File: src/rtl/pipe_ctrl_if.sv
// Pipeline control bus: stage stall requests and MEM-stage redirects in,
// stall vector, flush/redirect target and stall statistics out.
interface pipe_ctrl_if #(
  parameter int CNT_W = 32
);
  logic             stallreq_id;
  logic             stallreq_ex;
  logic             stallreq_mem;
  logic             excp_valid;
  logic [31:0]      excp_handler;
  logic             eret_valid;
  logic [31:0]      epc;
  logic [5:0]       stall;
  logic             flush;
  logic [31:0]      new_pc;
  logic [CNT_W-1:0] stall_cnt;
  logic             stall_timeout;

  modport master (
    output stallreq_id, stallreq_ex, stallreq_mem,
    output excp_valid, excp_handler, eret_valid, epc,
    input  stall, flush, new_pc, stall_cnt, stall_timeout
  );

  modport slave (
    input  stallreq_id, stallreq_ex, stallreq_mem,
    input  excp_valid, excp_handler, eret_valid, epc,
    output stall, flush, new_pc, stall_cnt, stall_timeout
  );
endinterface

File: src/rtl/pipe_ctrl.sv
// Pipeline control: stall arbitration, registered exception/ERET flush
// sequencing, saturating stall counter and sticky stall watchdog.
module pipe_ctrl #(
  parameter int FLUSH_LEN = 1,
  parameter int STALL_MAX = 64,
  parameter int CNT_W     = 32
) (
  input logic        clk,
  input logic        rst,
  pipe_ctrl_if.slave bus
);
  localparam int FW = (FLUSH_LEN > 1) ? $clog2(FLUSH_LEN) : 1;
  localparam int WW = $clog2(STALL_MAX + 1);

  typedef enum logic {RUN, FLUSH} state_t;

  state_t           state, state_nxt;
  logic [FW-1:0]    fcnt, fcnt_nxt;
  logic [31:0]      npc, npc_nxt;
  logic [CNT_W-1:0] scnt;
  logic [WW-1:0]    wd, wd_nxt;
  logic             tout;
  logic             redir;
  logic             sel_mem, sel_ex, sel_id;
  logic [5:0]       stall;

  assign redir   = bus.excp_valid | bus.eret_valid;
  assign sel_mem = bus.stallreq_mem;
  assign sel_ex  = bus.stallreq_ex & ~bus.stallreq_mem;
  assign sel_id  = bus.stallreq_id & ~bus.stallreq_ex
                 & ~bus.stallreq_mem;

  always_comb begin
    state_nxt = state;
    fcnt_nxt  = fcnt;
    npc_nxt   = npc;
    stall     = 6'b000000;
    case (state)
      RUN: begin
        if (redir) begin
          state_nxt = FLUSH;
          fcnt_nxt  = FW'(FLUSH_LEN - 1);
          npc_nxt   = bus.excp_valid ? bus.excp_handler
                                     : bus.epc;
        end else begin
          unique case (1'b1)
            sel_mem: stall = 6'b011111;
            sel_ex:  stall = 6'b001111;
            sel_id:  stall = 6'b000111;
            default: stall = 6'b000000;
          endcase
        end
      end
      FLUSH: begin
        if (fcnt == '0) state_nxt = RUN;
        else            fcnt_nxt  = fcnt - FW'(1);
      end
      default: state_nxt = RUN;
    endcase
    // registers downstream sample stall, so reset must mask it too
    if (rst) stall = 6'b000000;
  end

  always_comb begin
    wd_nxt = '0;
    if (state == RUN && stall != 6'b000000) begin
      if (wd == WW'(STALL_MAX)) wd_nxt = wd;
      else                      wd_nxt = wd + WW'(1);
    end
  end

  always_ff @(posedge clk) begin
    if (rst) begin
      state <= RUN;
      fcnt  <= '0;
      npc   <= '0;
      scnt  <= '0;
      wd    <= '0;
      tout  <= 1'b0;
    end else begin
      state <= state_nxt;
      fcnt  <= fcnt_nxt;
      npc   <= npc_nxt;
      wd    <= wd_nxt;
      if (stall != 6'b000000 && scnt != '1)
        scnt <= scnt + CNT_W'(1);
      if (wd_nxt == WW'(STALL_MAX))
        tout <= 1'b1;
    end
  end

  assign bus.stall         = stall;
  assign bus.flush         = (state == FLUSH);
  assign bus.new_pc        = npc;
  assign bus.stall_cnt     = scnt;
  assign bus.stall_timeout = tout;
endmodule
File: src/flat_wrapper.sv
// flat-port wrapper written by rule: the top's interface ports become plain ports
module pipe_ctrl_flat 
#(
  parameter int FLUSH_LEN = 1,
  parameter int STALL_MAX = 64,
  parameter int CNT_W     = 32
)
  (clk, rst, bus_stallreq_id, bus_stallreq_ex, bus_stallreq_mem, bus_excp_valid, bus_excp_handler, bus_eret_valid, bus_epc, bus_stall, bus_flush, bus_new_pc, bus_stall_cnt, bus_stall_timeout);
  pipe_ctrl_if #(.CNT_W(CNT_W)) bus_i ();
  input logic clk;
  input logic rst;
  input wire logic [$bits(bus_i.stallreq_id)-1:0] bus_stallreq_id;
  input wire logic [$bits(bus_i.stallreq_ex)-1:0] bus_stallreq_ex;
  input wire logic [$bits(bus_i.stallreq_mem)-1:0] bus_stallreq_mem;
  input wire logic [$bits(bus_i.excp_valid)-1:0] bus_excp_valid;
  input wire logic [$bits(bus_i.excp_handler)-1:0] bus_excp_handler;
  input wire logic [$bits(bus_i.eret_valid)-1:0] bus_eret_valid;
  input wire logic [$bits(bus_i.epc)-1:0] bus_epc;
  output wire logic [$bits(bus_i.stall)-1:0] bus_stall;
  output wire logic [$bits(bus_i.flush)-1:0] bus_flush;
  output wire logic [$bits(bus_i.new_pc)-1:0] bus_new_pc;
  output wire logic [$bits(bus_i.stall_cnt)-1:0] bus_stall_cnt;
  output wire logic [$bits(bus_i.stall_timeout)-1:0] bus_stall_timeout;
  assign bus_i.stallreq_id = bus_stallreq_id;
  assign bus_i.stallreq_ex = bus_stallreq_ex;
  assign bus_i.stallreq_mem = bus_stallreq_mem;
  assign bus_i.excp_valid = bus_excp_valid;
  assign bus_i.excp_handler = bus_excp_handler;
  assign bus_i.eret_valid = bus_eret_valid;
  assign bus_i.epc = bus_epc;
  assign bus_stall = bus_i.stall;
  assign bus_flush = bus_i.flush;
  assign bus_new_pc = bus_i.new_pc;
  assign bus_stall_cnt = bus_i.stall_cnt;
  assign bus_stall_timeout = bus_i.stall_timeout;
  pipe_ctrl #(.FLUSH_LEN(FLUSH_LEN), .STALL_MAX(STALL_MAX), .CNT_W(CNT_W)) u_core (.clk(clk), .rst(rst), .bus(bus_i));
endmodule
File: config.mk
export PLATFORM = sky130hd
export DESIGN_NAME = pipe_ctrl_flat
export DESIGN_NICKNAME = d
export VERILOG_FILES = /design/src/rtl/pipe_ctrl_if.sv /design/src/rtl/pipe_ctrl.sv /design/src/flat_wrapper.sv
export SDC_FILE = /design/constraint.sdc
export NUM_CORES = 1
export LEC_CHECK = 0
export ABC_AREA = 0
export CORE_MARGIN = 4
export CORE_UTILIZATION = 29
export DETAILED_ROUTE_END_ITERATION = 12
export HOLD_SLACK_MARGIN = 0.02
export MAX_ROUTING_LAYER = met4
export RECOVER_POWER = 25
export REMOVE_ABC_BUFFERS = 1
export SETUP_SLACK_MARGIN = 0.5
export SYNTH_ARGS = -nofsm -noshare
export SYNTH_HDL_FRONTEND = slang
export SYNTH_SLANG_ARGS = --single-unit
File: constraint.sdc
create_clock -name clk -period 2.6 [get_ports clk]
set_input_delay 0.39 -clock clk [delete_from_list [all_inputs] [get_ports clk]]
set_output_delay 0.39 -clock clk [all_outputs]
set_load 0.01 [all_outputs]
# After elaboration in Yosys (flattened, before gate mapping)
# Cells that the tools add are included.
# W data, S select, Z words.
# totals
n_memories	0
rom_bits	0
wordCells	37
latch_bits	0
register_bits	74
ramBits	0
# classes
n_shift	0
magnitude_cmp	0
n_reduce_logical	4
div	0
n_mul	0
muxes	13
n_addsub	3
eq_ne	4
n_bitwise	7
# ops
operator	count
$add A32 B1 Y32 const B	1
$mux W32	1
$ne A32 B32 Y1 const B	1
$mux W6	3
$pmux W5 S3	1
$eq A7 B7 Y1 const B	2
$mux W7	2
$add A7 B1 Y7 const B	1
$reduce_bool A6 Y1	1
$mux W1	4
$pmux W1 S2	2
$and A1 B1 Y1	3
$not A1 Y1	3
$logic_and A1 B1 Y1	2
$ne A2 B1 Y1 const B	1
$reduce_and A2 Y1	1
$or A1 B1 Y1	1
$sub A1 B1 Y1 const B	1

# Longest topological paths before layout
# Gate-level depths: netlist of run 1.
# depth
ltp_word	11
ltp_mapped	7
mapped_depth_nobuf	6

# Worst setup path after synthesis of run 1
# OpenSTA, ideal clock, no wires.
# synth_timing
path_type	input port to flip-flop
start	input bus_excp_valid
end	register u_core.scnt[26], in the netlist u_core.bus.stall_cnt[26]
path_buffers	1
arrival_ns	2.118
path_slack_ns	0.412
cell_stages	6
required_ns	2.529
path_cell_list	buf_2 -> nor4_4 -> nand4_4 -> or4b_4 -> or3_1 -> a21oi_1
# synth_between
elab_chain_len	6
# synth_lines
item	line	rtl
start: declaration	flat_wrapper.sv:15	input wire logic [$bits(bus_i.excp_valid)-1:0] bus_excp_valid;
$or A1 B1 Y1	pipe_ctrl.sv:27	assign redir = bus.excp_valid | bus.eret_valid;
$mux W6	pipe_ctrl.sv:40	if (redir) begin
$mux W6	pipe_ctrl.sv:38	case (state)
$mux W6	pipe_ctrl.sv:61	if (rst) stall = 6'b000000;
$reduce_bool A6 Y1	pipe_ctrl.sv:85	if (stall != 6'b000000 && scnt != '1)
$logic_and A1 B1 Y1	pipe_ctrl.sv:85	
end signal: assignment	pipe_ctrl.sv:86	scnt <= scnt + CNT_W'(1);
end: declaration	pipe_ctrl.sv:20	logic [CNT_W-1:0] scnt;
# No other way between the ends.
# A chain may end at the register's enable or synchronous reset.

# Worst setup path in the final report of run 1
# layout_timing
start	input bus_stallreq_mem
end	output bus_stall[1]
# layout_between
elab_chain_len	6
elab_cells_between_ends	7
cone_classes	mux (4); bitwise (3)
# layout_lines
item	line	rtl
start: declaration	flat_wrapper.sv:14	input wire logic [$bits(bus_i.stallreq_mem)-1:0] bus_stallreq_mem;
$not A1 Y1	pipe_ctrl.sv:29, pipe_ctrl.sv:31	
$and A1 B1 Y1, on equally long branches	pipe_ctrl.sv:31, pipe_ctrl.sv:29	
$pmux W5 S3 *	pipe_ctrl.sv:46	unique case (1'b1)
$mux W6 *	pipe_ctrl.sv:40	
$mux W6 *	pipe_ctrl.sv:38	
$mux W6 *	pipe_ctrl.sv:61	
end: declaration	flat_wrapper.sv:19	output wire logic [$bits(bus_i.stall)-1:0] bus_stall;
# Every way passes the cells marked *; elsewhere a longest branch is shown, timed or not.

==> flow_results.xml, run 1 <==
<?xml version="1.0" encoding="UTF-8"?>
<metrics>
  <group name="logic_synthesis">
    <metric name="seq_total_area_yosys" unit="%">41.2</metric>
    <metric name="yosys_warnings" unit="">0</metric>
    <metric name="synth.most_common_cell" unit="">sky130_fd_sc_hd__dfxtp_1</metric>
    <metric name="synth_cell_type_count" unit="">47</metric>
    <metric name="synth.cells.most_frequent" unit="">73 x sky130_fd_sc_hd__dfxtp_1, 63 x sky130_fd_sc_hd__nor2_1, 42 x sky130_fd_sc_hd__a211oi_1, 36 x sky130_fd_sc_hd__mux2i_1, 20 x sky130_fd_sc_hd__xnor2_1</metric>
    <metric name="synthFlopType" unit="">sky130_fd_sc_hd__dfxtp_1</metric>
    <metric name="synth_area_leaders" unit="">sky130_fd_sc_hd__dfxtp_1 41%, sky130_fd_sc_hd__mux2i_1 10%, sky130_fd_sc_hd__a211oi_1 8.9%, sky130_fd_sc_hd__nor2_1 6.7%, sky130_fd_sc_hd__xnor2_1 4.9%</metric>
    <metric name="syn-cell-area" unit="mm2">0.00354</metric>
    <metric name="count_of_flip_flops_with_a_built_in_enable_after_synthesis" unit="">0</metric>
    <metric name="synth_async_sr_flop_share" unit="%">0</metric>
    <metric name="yosys.area.top_type" unit="">sky130_fd_sc_hd__dfxtp_1</metric>
    <metric name="synth-seq-cells" unit="">73</metric>
    <metric name="syn-mean-instance-area" unit="um2">8.84</metric>
    <metric name="netlist.area_leader.share" unit="%">41.2</metric>
    <metric name="synthCells" unit="">401</metric>
  </group>
  <group name="power_and_ir_drop">
    <metric name="share_clk_of_total_power" unit="%">49.0</metric>
    <metric name="power.switching_fraction" unit="%">21.4</metric>
    <metric name="powerDensity" unit="mW/mm2">568</metric>
    <metric name="power_frac_comb" unit="%">13.0</metric>
    <metric name="total_leakage_power" unit="nW">2.09</metric>
    <metric name="vdd.ir_drop.worst" unit="uV">343</metric>
    <metric name="internal_power" unit="mW">2.49</metric>
    <metric name="seq_power_share" unit="%">38.0</metric>
    <metric name="netSwitchingPower" unit="mW">0.678</metric>
  </group>
  <group name="floorplanning">
    <metric name="initial_utilization" unit="%">29.6</metric>
    <metric name="fp.coreArea" unit="mm2">0.0120</metric>
    <metric name="std_cell_rows" unit="">40</metric>
    <metric name="die-area" unit="mm2">0.0141</metric>
    <metric name="die_w" unit="um">119</metric>
    <metric name="die_h" unit="um">119</metric>
    <metric name="ios" unit="">143</metric>
  </group>
  <group name="route">
    <metric name="detail_route.drc_violations" unit="">0</metric>
    <metric name="finalWirelength" unit="mm">10.2</metric>
    <metric name="via_count" unit="">3410</metric>
    <metric name="routed_length_per_instance" unit="um">14.6</metric>
    <metric name="drt_iter0_drc" unit="">139</metric>
    <metric name="routed_via_density" unit="">4.88</metric>
    <metric name="dr.pass1.iters" unit="">5</metric>
    <metric name="drt.antenna.violating_nets" unit="">0</metric>
  </group>
  <group name="sta">
    <metric name="period_minus_slack" unit="ns">2.25</metric>
    <metric name="setup_viol" unit="">0</metric>
    <metric name="slew_viol_final" unit="">0</metric>
    <metric name="final.period_utilization" unit="%">86.5</metric>
    <metric name="finalHoldViolCount" unit="">0</metric>
    <metric name="fin_ws" unit="ns">0.351</metric>
    <metric name="clock_skew" unit="ns">0.00478</metric>
    <metric name="setup_repair_after_global_routing_missed_its_margin" unit="">yes</metric>
    <metric name="timing_limited_maximum_frequency" unit="GHz">0.445</metric>
    <metric name="timing.slew.headroom" unit="%">3.50</metric>
    <metric name="timing_worst_slew_pin_value" unit="ns">1.45</metric>
  </group>
  <group name="cts">
    <metric name="postCtsHoldBufs" unit="">0</metric>
    <metric name="cts.path.max_buffers" unit="">2</metric>
    <metric name="clock_insertion_delay_worst_skew" unit="ns">0.33</metric>
    <metric name="clock_edge_transition_at_the_registers_on_the_reported_setup_and_hold_paths" unit="ns">0.06</metric>
    <metric name="num_cts_buffers" unit="">9</metric>
    <metric name="clock_sinks" unit="">73</metric>
    <metric name="cts_root_buf" unit="">sky130_fd_sc_hd__clkbuf_16</metric>
    <metric name="cts_htree_levels" unit="">3</metric>
    <metric name="cts_tree" unit="">yes</metric>
  </group>
  <group name="final_layout">
    <metric name="final_design_area_excluding_fillers" unit="mm2">0.00558</metric>
    <metric name="final_nets" unit="">620</metric>
    <metric name="final_layout_size_suffix_gt1_share" unit="%">10.5</metric>
    <metric name="syn2layout_area_growth" unit="%">57.6</metric>
    <metric name="finish.utilization" unit="%">46.7</metric>
  </group>
  <group name="worst_setup_path">
    <metric name="critical_path_launch_point_type" unit="">input pin</metric>
    <metric name="timing.reg2reg.worst_path_depth" unit="">5</metric>
    <metric name="worstSetupEndpointType" unit="">output pin</metric>
    <metric name="worstSetupEndpoint" unit="">bus_stall[1]</metric>
    <metric name="critical_path.max_fanout" unit="">4</metric>
    <metric name="crit_arrival" unit="ns">1.86</metric>
    <metric name="timing.critical_path.required" unit="ns">2.21</metric>
    <metric name="r2r_start" unit="">u_core.bus.stall_cnt[9]</metric>
    <metric name="crit_type" unit="">input pin to output pin</metric>
    <metric name="critical_path.startpoint" unit="">bus_stallreq_mem</metric>
    <metric name="reg2reg_to" unit="">u_core.bus.stall_cnt[26]</metric>
    <metric name="r2r_slack" unit="ns">0.57</metric>
  </group>
  <group name="run_status">
    <metric name="status" unit="">finished clean</metric>
  </group>
  <group name="grt">
    <metric name="initial_antenna_violation_count" unit="">1</metric>
    <metric name="grt_overflow" unit="">0</metric>
    <metric name="first_global_vias" unit="">3381</metric>
    <metric name="global_route_wire_length_before_repair" unit="mm">16.6</metric>
    <metric name="groute.usage.overall" unit="%">15.0</metric>
    <metric name="grt_start_max_net_pins" unit="">69</metric>
  </group>
  <group name="placed_design">
    <metric name="dpl_worst_slack" unit="ns">0.121</metric>
    <metric name="gpl.final_weighted_congestion" unit="">0.839</metric>
    <metric name="dpl-instance-area" unit="mm2">0.00514</metric>
    <metric name="detailedPlacementHpwl" unit="mm">7.69</metric>
    <metric name="portBuffers" unit="">141</metric>
  </group>
  <group name="min_path">
    <metric name="worstHoldPathType" unit="">flip-flop to flip-flop</metric>
    <metric name="min_delay_path_depth" unit="">2</metric>
  </group>
  <group name="job">
    <metric name="cap_viol_max_count" unit="">0</metric>
  </group>
</metrics>
==> kinds of logic (layout without fill, tap and decap cells) <==
kind of cell | after synthesis | in the layout | share of synthesized area, %
DFF | 73 | 73 | 41.2
AOI/OAI and AO/OA | 72 | 72 | 14.1
muxes | 37 | 37 | 10.5
other | 1 | 2 | 0.106
and+or+nand+nor | 158 | 158 | 23.6
buffers and inverters | 36 | 186 | 4.24
adders and majority gates | 3 | 3 | 1.06
xor gates and xnor gates | 21 | 21 | 5.19
==> final cells by class <==
class | instances | area, um2
sequential | 73 | 1470
inverter | 9 | 35.0
clock buffer | 11 | 253
multi-input combinational | 292 | 1960
antenna | 1 | 2.50
clock inverter | 5 | 125
tap | 147 | 184
fill | 1146 | 6380
timing repair buffer | 161 | 1560
==> sequential cells by signal, indices dropped and copies added, names as in the netlist <==
| name | count |
|---|---|
| u_core.wd | 7 |
| u_core.bus.stall_timeout | 1 |
| u_core.bus.stall_cnt | 32 |
| u_core.bus.new_pc | 32 |
| u_core.bus.flush | 1 |
==> cell usage in the layout, fill, tap and decap left out, drive strengths merged, types with 5 or more instances in the layout <==
master         instances
nor2                  63
inv                    8
clkbuf                13
nor4                   9
or3                    6
nor3                   9
and4                   5
and3                   6
xnor2                 20
mux2i                 36
dfxtp                 73
dlygate4sd3           29
nand3                 14
nand2                 18
nand4                 11
a21oi                 13
a211oi                42
buf                   20
clkdlybuf4s50        104
o21ai                  5
==> worst min path at each step <==
stage               slack [ns]                     start                        to
floorplan                 0.46                       rst  u_core.bus.stall_cnt[12]
global placement          0.49     u_core.bus.new_pc[26]     u_core.bus.new_pc[26]
detailed placement        0.49  u_core.bus.stall_cnt[16]  u_core.bus.stall_cnt[16]
CTS                       0.50     u_core.bus.new_pc[27]     u_core.bus.new_pc[27]
global route              0.52      u_core.bus.new_pc[1]      u_core.bus.new_pc[1]
finish                    0.50     u_core.bus.new_pc[17]     u_core.bus.new_pc[17]
==> worst max-delay path, cell delays in order <==
cell                              delay [ns]
sky130_fd_sc_hd__dlygate4sd3_1          0.56
sky130_fd_sc_hd__or3_1                  0.46
sky130_fd_sc_hd__nand2_1                0.14
sky130_fd_sc_hd__clkinv_2               0.08
sky130_fd_sc_hd__clkdlybuf4s15_2        0.23
==> routing by layer <==
layer  track usage [%]  up-vias  wire length, um
met4              4.56        0              116
li1                  -     1747                -
met1              18.7     1530             4800
met5                 -        -                0
met2              22.4      125             4470
met3              5.79        8              834
==> per-stage QoR <==
| step | TNS [ns] | std cells | hold slack (ns) | total power [mW] |
|---|---|---|---|---|
| floorplan | -7.18 | 374 | 0.459 | 1.37 |
| global placement | 0 | 675 | 0.487 | 1.66 |
| detailed placement | 0 | 675 | 0.491 | 1.66 |
| CTS | 0 | 694 | 0.501 | 3.23 |
| global route | 0 | 699 | 0.520 | 3.30 |
| finish | 0 | 699 | 0.495 | 3.17 |
==> power by group through the flow <==
stage          registers [mW]  clock network [mW]  logic (mW)
4_1_cts                  1.21                1.59       0.435
2_1_floorplan            1.25                   0       0.124
6_report                 1.20                1.55       0.412
3_5_place_dp             1.23                   0       0.433
3_3_place_gp             1.23                   0       0.431
5_1_grt                  1.21                1.64       0.451
==> what timing repair did <==
action,CTS,global route
gates resized for setup,17,9
pin swaps,2,3
setup buffers,3,4
gates cloned,0,0
endpoints found under the setup margin,7,8
(Power assumes the default switching activity.)
==> inputs of run 2 (changes only) <==
Settings changed: SLEW_MARGIN set to 20.
==> results of run 2 <==
The final DEF is identical to that of run 1; final timing and power are the same.
==> inputs of run 3 (changes only) <==
==> constraint.sdc (replaced) <==
create_clock -name clk -period 2.6 [get_ports clk]
set_input_delay 0.78 -clock clk [delete_from_list [all_inputs] [get_ports clk]]
set_output_delay 0.78 -clock clk [all_outputs]
set_load 0.01 [all_outputs]
==> flow_results.xml, run 3 (synthesis gave the netlist of run 1 again) <==
<?xml version="1.0" encoding="UTF-8"?>
<metrics>
  <group name="worst_setup_path">
    <metric name="cp_slowest_stage_delay" unit="ns">0.30</metric>
    <metric name="crit_type" unit="">input pin to output pin</metric>
    <metric name="r2r_start" unit="">u_core.bus.stall_cnt[5]</metric>
    <metric name="timing.critical_path.max_delay_family" unit="">buffers and inverters</metric>
    <metric name="timing.critical_path.required" unit="ns">1.82</metric>
    <metric name="critical-path-top-cell-by-count" unit="">sky130_fd_sc_hd__buf_6</metric>
    <metric name="critical_path_launch_point_type" unit="">input pin</metric>
    <metric name="timing.reg2reg.worst_path_depth" unit="">5</metric>
    <metric name="critical_path.slowest_cell" unit="">sky130_fd_sc_hd__nor4_4</metric>
    <metric name="worstSetupEndpoint" unit="">bus_stall[2]</metric>
    <metric name="reg2reg_to" unit="">u_core.bus.stall_cnt[26]</metric>
    <metric name="critical_path.startpoint" unit="">bus_eret_valid</metric>
    <metric name="number_of_buffer_and_inverter_stages_on_the_critical_path" unit="">5</metric>
    <metric name="critical_path.max_fanout" unit="">4</metric>
    <metric name="crit_arrival" unit="ns">1.66</metric>
    <metric name="r2r_slack" unit="ns">0.45</metric>
    <metric name="worstSetupEndpointType" unit="">output pin</metric>
    <metric name="critical_path_depth" unit="">7</metric>
    <metric name="crit_path_cell_trace" unit="">buf_6, nor4_4, clkbuf_4, buf_6, nand2_4, clkinv_4, buf_6</metric>
  </group>
  <group name="sta">
    <metric name="timing_worst_slew_pin_value" unit="ns">0.775</metric>
    <metric name="finalHoldViolCount" unit="">0</metric>
    <metric name="setup_viol" unit="">0</metric>
    <metric name="clock_skew" unit="ns">0.00416</metric>
    <metric name="period_minus_slack" unit="ns">2.44</metric>
    <metric name="timing_limited_maximum_frequency" unit="GHz">0.410</metric>
    <metric name="timing.slew.headroom" unit="%">48.3</metric>
    <metric name="fin_ws" unit="ns">0.159</metric>
    <metric name="setup_repair_after_global_routing_missed_its_margin" unit="">yes</metric>
    <metric name="final.period_utilization" unit="%">93.9</metric>
    <metric name="slew_viol_final" unit="">0</metric>
    <metric name="timing.setup.tns" unit="ns">0</metric>
  </group>
  <group name="route">
    <metric name="routed_length_per_instance" unit="um">15.3</metric>
    <metric name="dr.pass1.iters" unit="">4</metric>
    <metric name="drt_iter0_drc" unit="">164</metric>
    <metric name="drt.antenna.violating_nets" unit="">0</metric>
    <metric name="finalWirelength" unit="mm">11.0</metric>
    <metric name="routed_via_density" unit="">4.95</metric>
    <metric name="via_count" unit="">3559</metric>
    <metric name="detail_route.drc_violations" unit="">0</metric>
  </group>
  <group name="placed_design">
    <metric name="dp_cells" unit="">681</metric>
    <metric name="gpl.final_weighted_congestion" unit="">0.801</metric>
    <metric name="detailedPlacementHpwl" unit="mm">7.59</metric>
    <metric name="portBuffers" unit="">141</metric>
    <metric name="dpl_worst_slack" unit="ns">-0.540</metric>
  </group>
  <group name="grt">
    <metric name="grt_start_max_net_pins" unit="">69</metric>
    <metric name="first_global_vias" unit="">3558</metric>
    <metric name="grt_overflow" unit="">0</metric>
    <metric name="initial_antenna_violation_count" unit="">0</metric>
    <metric name="global_route_wire_length_before_repair" unit="mm">17.5</metric>
    <metric name="groute.usage.overall" unit="%">15.9</metric>
  </group>
  <group name="min_path">
    <metric name="min_delay_path_depth" unit="">1</metric>
    <metric name="worstHoldPathType" unit="">flip-flop to flip-flop</metric>
  </group>
  <group name="floorplanning">
    <metric name="ios" unit="">143</metric>
    <metric name="die_h" unit="um">119</metric>
    <metric name="initial_utilization" unit="%">29.6</metric>
    <metric name="die-area" unit="mm2">0.0141</metric>
    <metric name="fp.coreArea" unit="mm2">0.0120</metric>
    <metric name="std_cell_rows" unit="">40</metric>
    <metric name="die_w" unit="um">119</metric>
  </group>
  <group name="cts">
    <metric name="clock_sinks" unit="">73</metric>
    <metric name="clock_insertion_delay_worst_skew" unit="ns">0.33</metric>
    <metric name="cts_htree_levels" unit="">3</metric>
    <metric name="cts.path.max_buffers" unit="">2</metric>
    <metric name="num_cts_buffers" unit="">9</metric>
    <metric name="cts_root_buf" unit="">sky130_fd_sc_hd__clkbuf_16</metric>
    <metric name="postCtsHoldBufs" unit="">0</metric>
    <metric name="clock_edge_transition_at_the_registers_on_the_reported_setup_and_hold_paths" unit="ns">0.06</metric>
    <metric name="cts_tree" unit="">yes</metric>
  </group>
  <group name="final_layout">
    <metric name="final_nets" unit="">641</metric>
    <metric name="syn2layout_area_growth" unit="%">72.3</metric>
    <metric name="final_layout_size_suffix_gt1_share" unit="%">22.6</metric>
    <metric name="finish.utilization" unit="%">51.0</metric>
    <metric name="most_common_cell_after_layout_fill_and_taps_aside" unit="">sky130_fd_sc_hd__clkdlybuf4s50_1</metric>
    <metric name="layout.cells.non_filler" unit="">719</metric>
    <metric name="antenna_cells_inserted" unit="">0</metric>
    <metric name="final_cell_mix" unit="">118 x sky130_fd_sc_hd__clkdlybuf4s50_1, 62 x sky130_fd_sc_hd__nor2_1, 56 x sky130_fd_sc_hd__dfxtp_1</metric>
  </group>
  <group name="power_and_ir_drop">
    <metric name="design_power_total" unit="mW">3.02</metric>
    <metric name="total_leakage_power" unit="nW">2.27</metric>
    <metric name="powerDensity" unit="mW/mm2">495</metric>
    <metric name="vdd.ir_drop.worst" unit="uV">224</metric>
  </group>
  <group name="run_status">
    <metric name="status" unit="">finished clean</metric>
  </group>
  <group name="job">
    <metric name="cap_viol_max_count" unit="">0</metric>
  </group>
</metrics>
==> run 3: cell count changes in the layout (fill, tap and decap cells not counted), sizes merged, moves of 4 or more <==
| cell | previous run | this run |
|---|---|---|
| clkdlybuf4s25 | 0 | 5 |
| clkdlybuf4s50 | 104 | 118 |
| dlygate4sd2 | 3 | 7 |
| dlygate4sd3 | 29 | 0 |
| buf | 20 | 46 |
==> run 3: timing repair <==
item	4_1_cts	5_1_grt
cloned	1	0
buffers inserted	16	5
pin swaps	31	27
setup endpoints to repair	56	57
resized for setup	105	48
==> run 3: routing by layer <==
metal	global-route usage (%)	vias up	wire, um
met5	-	-	0
met2	24.8	129	5170
li1	-	1793	-
met1	18.5	1625	4800
met3	6.51	12	916
met4	5.58	0	137
==> run 3: final cells by class <==
| cell class | instances | area (um2) |
|---|---|---|
| flip-flops and latches | 73 | 1490 |
| repair buffers | 182 | 1780 |
| well taps | 147 | 184 |
| clock inverters | 5 | 77.6 |
| clock buffers | 11 | 253 |
| multi-input cells | 292 | 2280 |
| inverters | 9 | 38.8 |
| fillers | 1073 | 5860 |
==> run 3: power breakdown <==
group | internal [mW] | total, mW | switching, mW
combinational | 0.262 | 0.447 | 0.185
sequential | 1.17 | 1.20 | 0.0328
clock | 0.889 | 1.37 | 0.479
total | 2.32 | 3.02 | 0.697
==> run 3: worst register-to-register path: stages, from the launching register on <==
cell	delay, ns
sky130_fd_sc_hd__dfxtp_1	0.47
sky130_fd_sc_hd__and4_1	0.38
sky130_fd_sc_hd__nand4_2	0.17
sky130_fd_sc_hd__or4b_4	0.59
sky130_fd_sc_hd__or3_1	0.33
sky130_fd_sc_hd__a21oi_1	0.13
==> run 3: metrics by stage <==
step	hold WS [ns]	instance area (um2)
4_1_cts	0.495	5900
2_1_floorplan	0.473	3430
3_5_place_dp	0.481	5180
6_report	0.473	6100
5_1_grt	0.508	6100
3_3_place_gp	0.477	5180
==> run 3: worst min path at each step <==
stage                                   from                        to  slack (ns)
global placement    u_core.bus.stall_cnt[31]  u_core.bus.stall_cnt[31]        0.48
detailed placement  u_core.bus.stall_cnt[31]  u_core.bus.stall_cnt[31]        0.48
finish              u_core.bus.stall_cnt[16]  u_core.bus.stall_cnt[16]        0.47
CTS                 u_core.bus.stall_cnt[31]  u_core.bus.stall_cnt[31]        0.50
global route        u_core.bus.stall_cnt[16]  u_core.bus.stall_cnt[16]        0.51
floorplan                       u_core.wd[6]              u_core.wd[6]        0.47
